==> src/rtl/systolic_ctrl.sv <==
// -----------------------------------------------------------------------------
// systolic_ctrl
//
// Sequencer for an N x N systolic MAC array. One matrix-multiply pass runs as:
// clear the accumulators, stream k_len operand pairs out of the A/B buffers,
// let the skewed wavefront drain through the array, capture the C results,
// then pulse done. No data passes through this block; it only produces
// strobes, buffer addresses and the per-row/per-column operand-valid skew.
//
// Parameters
//   N          array dimension (N x N cells), legal range 2..16
//   KW         width of k_len and of the operand buffer read addresses
//   DATA_WIDTH datapath width of the surrounding array (informational only)
//
// Ports
//   clk        in   1    clock, rising edge
//   rst        in   1    asynchronous active-high reset
//   start      in   1    request a pass; only looked at in IDLE
//   k_len      in   KW   inner-product length, captured when start is accepted
//   abort      in   1    cancel the pass in progress
//   busy       out  1    a pass is in progress
//   done       out  1    one-cycle pulse on normal completion
//   a_rd_en    out  1    A buffer read strobe
//   a_rd_addr  out  KW   A buffer read address
//   b_rd_en    out  1    B buffer read strobe
//   b_rd_addr  out  KW   B buffer read address
//   row_en     out  N    skewed A-operand valid, one bit per array row
//   col_en     out  N    skewed B-operand valid, one bit per array column
//   acc_clr    out  1    clear every MAC accumulator
//   c_capture  out  1    latch the array C outputs into the result buffer
// -----------------------------------------------------------------------------
module systolic_ctrl #(
  parameter int N          = 4,
  parameter int KW         = 8,
  parameter int DATA_WIDTH = 32
) (
  input  logic          clk,
  input  logic          rst,
  input  logic          start,
  input  logic [KW-1:0] k_len,
  input  logic          abort,
  output logic          busy,
  output logic          done,
  output logic          a_rd_en,
  output logic [KW-1:0] a_rd_addr,
  output logic          b_rd_en,
  output logic [KW-1:0] b_rd_addr,
  output logic [N-1:0]  row_en,
  output logic [N-1:0]  col_en,
  output logic          acc_clr,
  output logic          c_capture
);

  // The flush counter has to reach 2N-1. DATA_WIDTH is folded in with a zero
  // weight so the parameter stays referenced without changing anything.
  localparam int FW = $clog2(2 * N) + (DATA_WIDTH * 0);
  localparam logic [FW-1:0] FLUSH_LAST = FW'(2 * N - 1);
  localparam logic [KW-1:0] K_ONE      = KW'(1);

  typedef enum logic [2:0] {
    S_IDLE,
    S_CLEAR,
    S_FEED,
    S_FLUSH,
    S_CAPTURE,
    S_DONE
  } state_t;

  state_t        r_state;
  state_t        w_next;
  logic [KW-1:0] r_kLen;
  logic [KW-1:0] r_feedCnt;
  logic [FW-1:0] r_flushCnt;
  logic [N-1:0]  r_rowEn;
  logic [N-1:0]  r_colEn;
  logic          w_abort;
  logic          w_feed;

  // Abort only means something while a pass is running; in IDLE it is inert.
  assign w_abort = abort && (r_state != S_IDLE);
  assign w_feed  = (r_state == S_FEED);

  // Next-state logic. The FEED exit compares against k_len-1 on the latched
  // length, which is never zero, so the compare cannot underflow and the
  // feed counter never has to hold the value 2^KW. Abort is applied last so
  // it overrides every other transition.
  always_comb begin
    w_next = r_state;
    case (r_state)
      S_IDLE: begin
        if (start && !abort && (k_len != '0)) begin
          w_next = S_CLEAR;
        end
      end
      S_CLEAR: begin
        w_next = S_FEED;
      end
      S_FEED: begin
        if (r_feedCnt == (r_kLen - K_ONE)) begin
          w_next = S_FLUSH;
        end
      end
      S_FLUSH: begin
        if (r_flushCnt == FLUSH_LAST) begin
          w_next = S_CAPTURE;
        end
      end
      S_CAPTURE: begin
        w_next = S_DONE;
      end
      S_DONE: begin
        w_next = S_IDLE;
      end
      default: begin
        w_next = S_IDLE;
      end
    endcase
    if (w_abort) begin
      w_next = S_IDLE;
    end
  end

  // State register, latched length and the two phase counters. Each counter
  // only advances while its phase continues and is zero otherwise, so a new
  // phase (or an abort) always starts it from 0.
  always_ff @(posedge clk or posedge rst) begin
    if (rst) begin
      r_state    <= S_IDLE;
      r_kLen     <= '0;
      r_feedCnt  <= '0;
      r_flushCnt <= '0;
    end else begin
      r_state <= w_next;
      if ((r_state == S_IDLE) && (w_next == S_CLEAR)) begin
        r_kLen <= k_len;
      end
      if ((r_state == S_FEED) && (w_next == S_FEED)) begin
        r_feedCnt <= r_feedCnt + K_ONE;
      end else begin
        r_feedCnt <= '0;
      end
      if ((r_state == S_FLUSH) && (w_next == S_FLUSH)) begin
        r_flushCnt <= r_flushCnt + FW'(1);
      end else begin
        r_flushCnt <= '0;
      end
    end
  end

  // Operand-valid skew chains. Bit 0 lags the read strobe by the one-cycle
  // buffer latency and each further row/column adds one cycle, giving the
  // diagonal wavefront the array expects. An abort wipes the chains at once
  // so no stale valids leak into the next pass.
  always_ff @(posedge clk or posedge rst) begin
    if (rst) begin
      r_rowEn <= '0;
      r_colEn <= '0;
    end else if (w_abort) begin
      r_rowEn <= '0;
      r_colEn <= '0;
    end else begin
      r_rowEn <= {r_rowEn[N-2:0], w_feed};
      r_colEn <= {r_colEn[N-2:0], w_feed};
    end
  end

  // Outputs decode straight from the registered state, so they fall to zero
  // the moment reset clears the state, without waiting for a clock edge.
  assign busy      = (r_state != S_IDLE);
  assign done      = (r_state == S_DONE);
  assign acc_clr   = (r_state == S_CLEAR);
  assign c_capture = (r_state == S_CAPTURE);
  assign a_rd_en   = w_feed;
  assign b_rd_en   = w_feed;
  assign a_rd_addr = w_feed ? r_feedCnt : '0;
  assign b_rd_addr = w_feed ? r_feedCnt : '0;
  assign row_en    = r_rowEn;
  assign col_en    = r_colEn;

endmodule

==> config.mk <==
export PLATFORM = sky130hd
export DESIGN_NAME = systolic_ctrl
export DESIGN_NICKNAME = d
export VERILOG_FILES = /design/src/rtl/systolic_ctrl.sv
export SDC_FILE = /design/constraint.sdc
export NUM_CORES = 1
export LEC_CHECK = 0
export BUFFER_PORTS_ARGS = -buffer_cell sky130_fd_sc_hd__buf_2
export CAP_MARGIN = 10
export CORE_UTILIZATION = 30
export CTS_BUF_LIST = sky130_fd_sc_hd__clkbuf_8
export CTS_CLUSTER_SIZE = 24
export DETAILED_ROUTE_END_ITERATION = 6
export GPL_ROUTABILITY_DRIVEN = 0
export GPL_TIMING_DRIVEN = 0
export HOLD_SLACK_MARGIN = 0.05
export PLACE_DENSITY = 0.62
export SYNTH_ARGS = -nofsm -noshare
export SYNTH_HDL_FRONTEND = slang
export SYNTH_SLANG_ARGS = --single-unit
==> constraint.sdc <==
create_clock -name clk -period 5.78 [get_ports clk]
set_input_delay 1.156 -clock clk [delete_from_list [all_inputs] [get_ports clk]]
set_output_delay 1.156 -clock clk [all_outputs]
set_load 0.05 [all_outputs]
== Word-level counts from Yosys, hierarchy flattened ==
Index checks and enable logic that the tools add are counted.

* $add $sub $neg: 3
* Eq/ne operators: 10
* Multiplexer cells: 10
* Reduce and logical (&&, ||, !) cells: 10

{| class="wikitable"
|+ Operators by type and width
! kind !! number
|-
| 8-bit 2-to-1 mux || 2
|-
| 3-bit 2-to-1 mux || 5
|-
| 3-bit one-hot mux with 5 select lines || 1
|-
| 3-bit by 2-bit == test with 1-bit output (second input constant) || 4
|-
| 3-bit == test (second input constant) || 3
|-
| 8-bit by 1-bit adder with 8-bit output (second input constant) || 1
|-
| 8-bit == test || 1
|-
| 4-bit 2-to-1 mux || 2
|-
| 8-bit nonzero test || 1
|-
| 8-bit by 1-bit subtractor with 8-bit output (second input constant) || 1
|-
| 3-bit by 1-bit == test with 1-bit output (second input constant) || 2
|-
| 1-bit logical AND || 6
|-
| 3-bit by 1-bit adder with 3-bit output (second input constant) || 1
|-
| 3-bit zero test || 1
|-
| 3-bit nonzero test || 1
|-
| 1-bit zero test || 1
|}

* Logic and storage cells: 39
* Bits in registers: 30
* Input bits: 12

== Longest topological paths before layout ==
* Word-level depth: 9
* Mapped depth: 7
* Mapped depth without buffers: 7

== Worst setup path before layout ==
OpenSTA, ideal clock, no wires.

* Path type: reg2out
* Start: register r_state[2]
* End: output port b_rd_addr[4]
* Arrival time: 2.191 ns
* Stages on the path, launching flop included: 6
* Path slack: 2.433 ns
* Cell sequence: dfrtp_1 clkbuf_1 nor3b_1 clkbuf_1 and2_1 buf_4

* Cells in the longest elaborated chain, start to end: 2

{| class="wikitable"
|+ RTL lines
! item !! RTL line !! source
|-
| start: declaration || 69 || <nowiki>state_t r_state;</nowiki>
|-
| start signal: assignment || 133 || <nowiki>r_state <= w_next;</nowiki>
|-
| 3-bit by 2-bit == test with 1-bit output || 81 || <nowiki>assign w_feed = (r_state == S_FEED);</nowiki>
|-
| net a_rd_en || 44 || <nowiki>output logic a_rd_en,</nowiki>
|-
| 8-bit 2-to-1 mux || n/a ||
|-
| end: declaration || 47 || <nowiki>output logic [KW-1:0] b_rd_addr,</nowiki>
|}

The timed path passes the listed nets, and every way through them passes these cells.

== Final worst setup path ==
* Start: register r_state[2]
* End: output port b_rd_addr[1]

* Cells in the longest elaborated chain, start to end: 2

{| class="wikitable"
|+ RTL lines
! item !! RTL line !! source
|-
| 3-bit by 2-bit == test with 1-bit output || 81 ||
|-
| 8-bit 2-to-1 mux || 176 || <nowiki>assign b_rd_addr = w_feed ? r_feedCnt : '0;</nowiki>
|}

Every way passes these cells.

==> results.ini <==
[routing]
totalWireLength_um=2730
drc=0
vias=1165
wire_per_inst_um=10.4
vias_per_cell=4.43
initialDrtViolationCount=60
drt-pass1-iter-count=4
ant_nets=0

[timing]
min_period_over_period=0.546
slew_headroom=0.344
timing.fmax_mhz=317
layout_min_cycle_time_ps=3160
finalSetupViolations=0
skew_ps=5.60
drv_slew=0
hold_viol=0
max_slew.worst_pin.slew_ps=983
totalNegativeSetupSlack_ps=0
grt_setup_unrepaired=false
setup_ws_ps=2620

[setup_path]
critPathRequiredTime_ps=4620
cp_slowest_stage_delay_ps=370
crit_fanout=11
criticalPathCategory=flop to output pin
path_cells=clkbuf_1 > nor3b_1 > clkbuf_1 > and2_1 > buf_4 > buf_2
end_kind=output pin
worstPathArrival_ps=2000
crit_slowest_cell=dfrtp_1
cp_common_cell=clkbuf_1
setup.worst_path.start_class=flop

[global_route]
antenna_found_initial=0
grt_max_degree=27
grt_use_total=0.120
grt_overflow=0
grt_pass1_wl_um=4950
grt_pass1_vias=1061

[yosys]
yosysSeqAreaShare=0.430
synth_cell_type_count=31
async_flop_share=1.00
netlist_area_sq_um=1510
synth_seq_cells=26
syn_inst=151
ys.flop_type=dfrtp_1
syn_area_per_cell_sq_um=10.0
synthesis.nets=167
synth_edf_count=0
yosysWarnings=0

[clock_tree]
cts_setup_buffers=0
clockRootBuffer=clkbuf_8
cts-resized-gates=0
clk_pin_slew_ps=90
numCtsBuffers=3
clock_sinks=26
cts_tree=yes
insertion_delay_ps=270
htree_levels=1
cts_hold_buffers=0
cts.path.max_buffers=2

[floorplanning]
start_util=0.316
die_h_um=73.0
ios=42
fp-row-count=25
dieArea_sq_um=5330
die_w_um=73.0
coreArea_sq_um=4790

[cells_and_area]
nFillCells=493
drive_gt1_frac=0.357
nets=213
diodes=0
area.growth.synth_to_final_pct=22.8
multiInputGateArea_sq_um=733
register_area_sq_um=651

[placed_design]
port_buffers=41
dpl.hpwl_um=2130
post-place-ws_ps=2920

[job]
drv_cap=0

[min_path]
min-delay-path-class=flop to flop

[power]
peakVddDrop_uv=136
p_leak_nw=1.00
powerDensity_nw_per_um2=256

[run_status]
status=finished, final reports clean

per-layer routing:
layer  GRT usage  vias up  routed length [um]
li1            -      594                   -
met1       0.166      529                1350
met2       0.186       38                1200
met3      0.0331        4                 156
met4      0.0261        0                  20
met5           0        -                   0
placed cells by master (no fill, tap or decap), types with 2 or more instances in the layout:
cell type  netlist  final
and2_1          13     13
buf_2            0     41
buf_4           13     13
clkbuf_1         3      3
clkbuf_8         0      4
dfrtp_1         26     26
ha_1             4      4
inv_1            5      5
mux2_2           8      8
nand2_1         16     16
nand3_1          4      4
nand4_1          3      3
nor2_1          13     13
nor2b_1          2      2
nor3_1           4      4
nor3b_1          3      3
nor4_1           4      4
or3_1            2      2
xnor2_1          6      6
xor2_1           9      9
final cells by class:
class	instances	share of cell area
clock buffer	4	0.0297
timing repair buffer	41	0.111
multi-input combinational	104	0.395
inverter	5	0.0101
tap	67	0.0452
sequential	26	0.351
buffer	16	0.0587
state kept, by name, indices dropped and copies added, names as in the netlist:
signal	cells
r_state	3
r_kLen	8
col_en	4
r_feedCnt	8
r_flushCnt	3
synth_stat cells (3+ instances only):
library cell / instances / share of area
xnor2_1: 6 / 0.035
nor3b_1: 3 / 0.015
mux2_2: 8 / 0.060
inv_1: 5 / 0.012
nand2_1: 16 / 0.040
xor2_1: 9 / 0.052
nor2_1: 13 / 0.032
buf_4: 13 / 0.065
clkbuf_1: 3 / 0.0074
nor4_1: 4 / 0.017
dfrtp_1: 26 / 0.43
nand3_1: 4 / 0.013
nor3_1: 4 / 0.013
ha_1: 4 / 0.033
nand4_1: 3 / 0.012
and2_1: 13 / 0.054
critical path: cells and delay by family, from the launching register on:
family | cells | cell delay (ps)
flip-flops | 1 | 370
AND/OR/NAND/NOR | 2 | 470
buffers and inverters | 4 | 880
per-stage QoR:
stage          cells  instance area (sq um)  hold WS, ps  total power, W  utilization
6_report         263                   1860          436        0.000476        0.388
2_1_floorplan    151                   1510          409        0.000332            -
5_1_grt          263                   1860          469        0.000505        0.388
4_1_cts          263                   1860          436        0.000480        0.388
3_5_place_dp     259                   1800          422        0.000363        0.376
3_3_place_gp     259                   1800          427        0.000358        0.376
power breakdown:
group          internal (W)  switching, W  leakage [nW]
logic             0.0000581     0.0000733         0.630
clock network     0.0000609     0.0000566        0.0288
registers          0.000201     0.0000255         0.343
total              0.000320      0.000155          1.00
worst paths after layout:
kind                               start       endpoint  slack (ps)  cells after the start
max in group asynchronous            rst   r_feedCnt[6]        4080                      2
min reg2reg                r_flushCnt[0]  r_flushCnt[0]         440                      1
min in group asynchronous            rst      r_kLen[2]        1090                      2
max reg2reg                    r_kLen[0]     r_state[0]        3340                      7
max                           r_state[2]   b_rd_addr[1]        2620                      6
min                        r_flushCnt[0]  r_flushCnt[0]         440                      1
kinds of logic (layout without fill, tap and decap cells):
family          after synthesis  count (layout)  synth area share
compound gates               10              10            0.0646
xor+xnor                     16              16             0.102
fa+ha+maj                     4               4            0.0331
buf+inv                      21              66            0.0844
flops                        26              26             0.430
mux                           8               8            0.0596
simple gates                 66              66             0.226
Note: power is estimated with default switching activity, not from simulation.
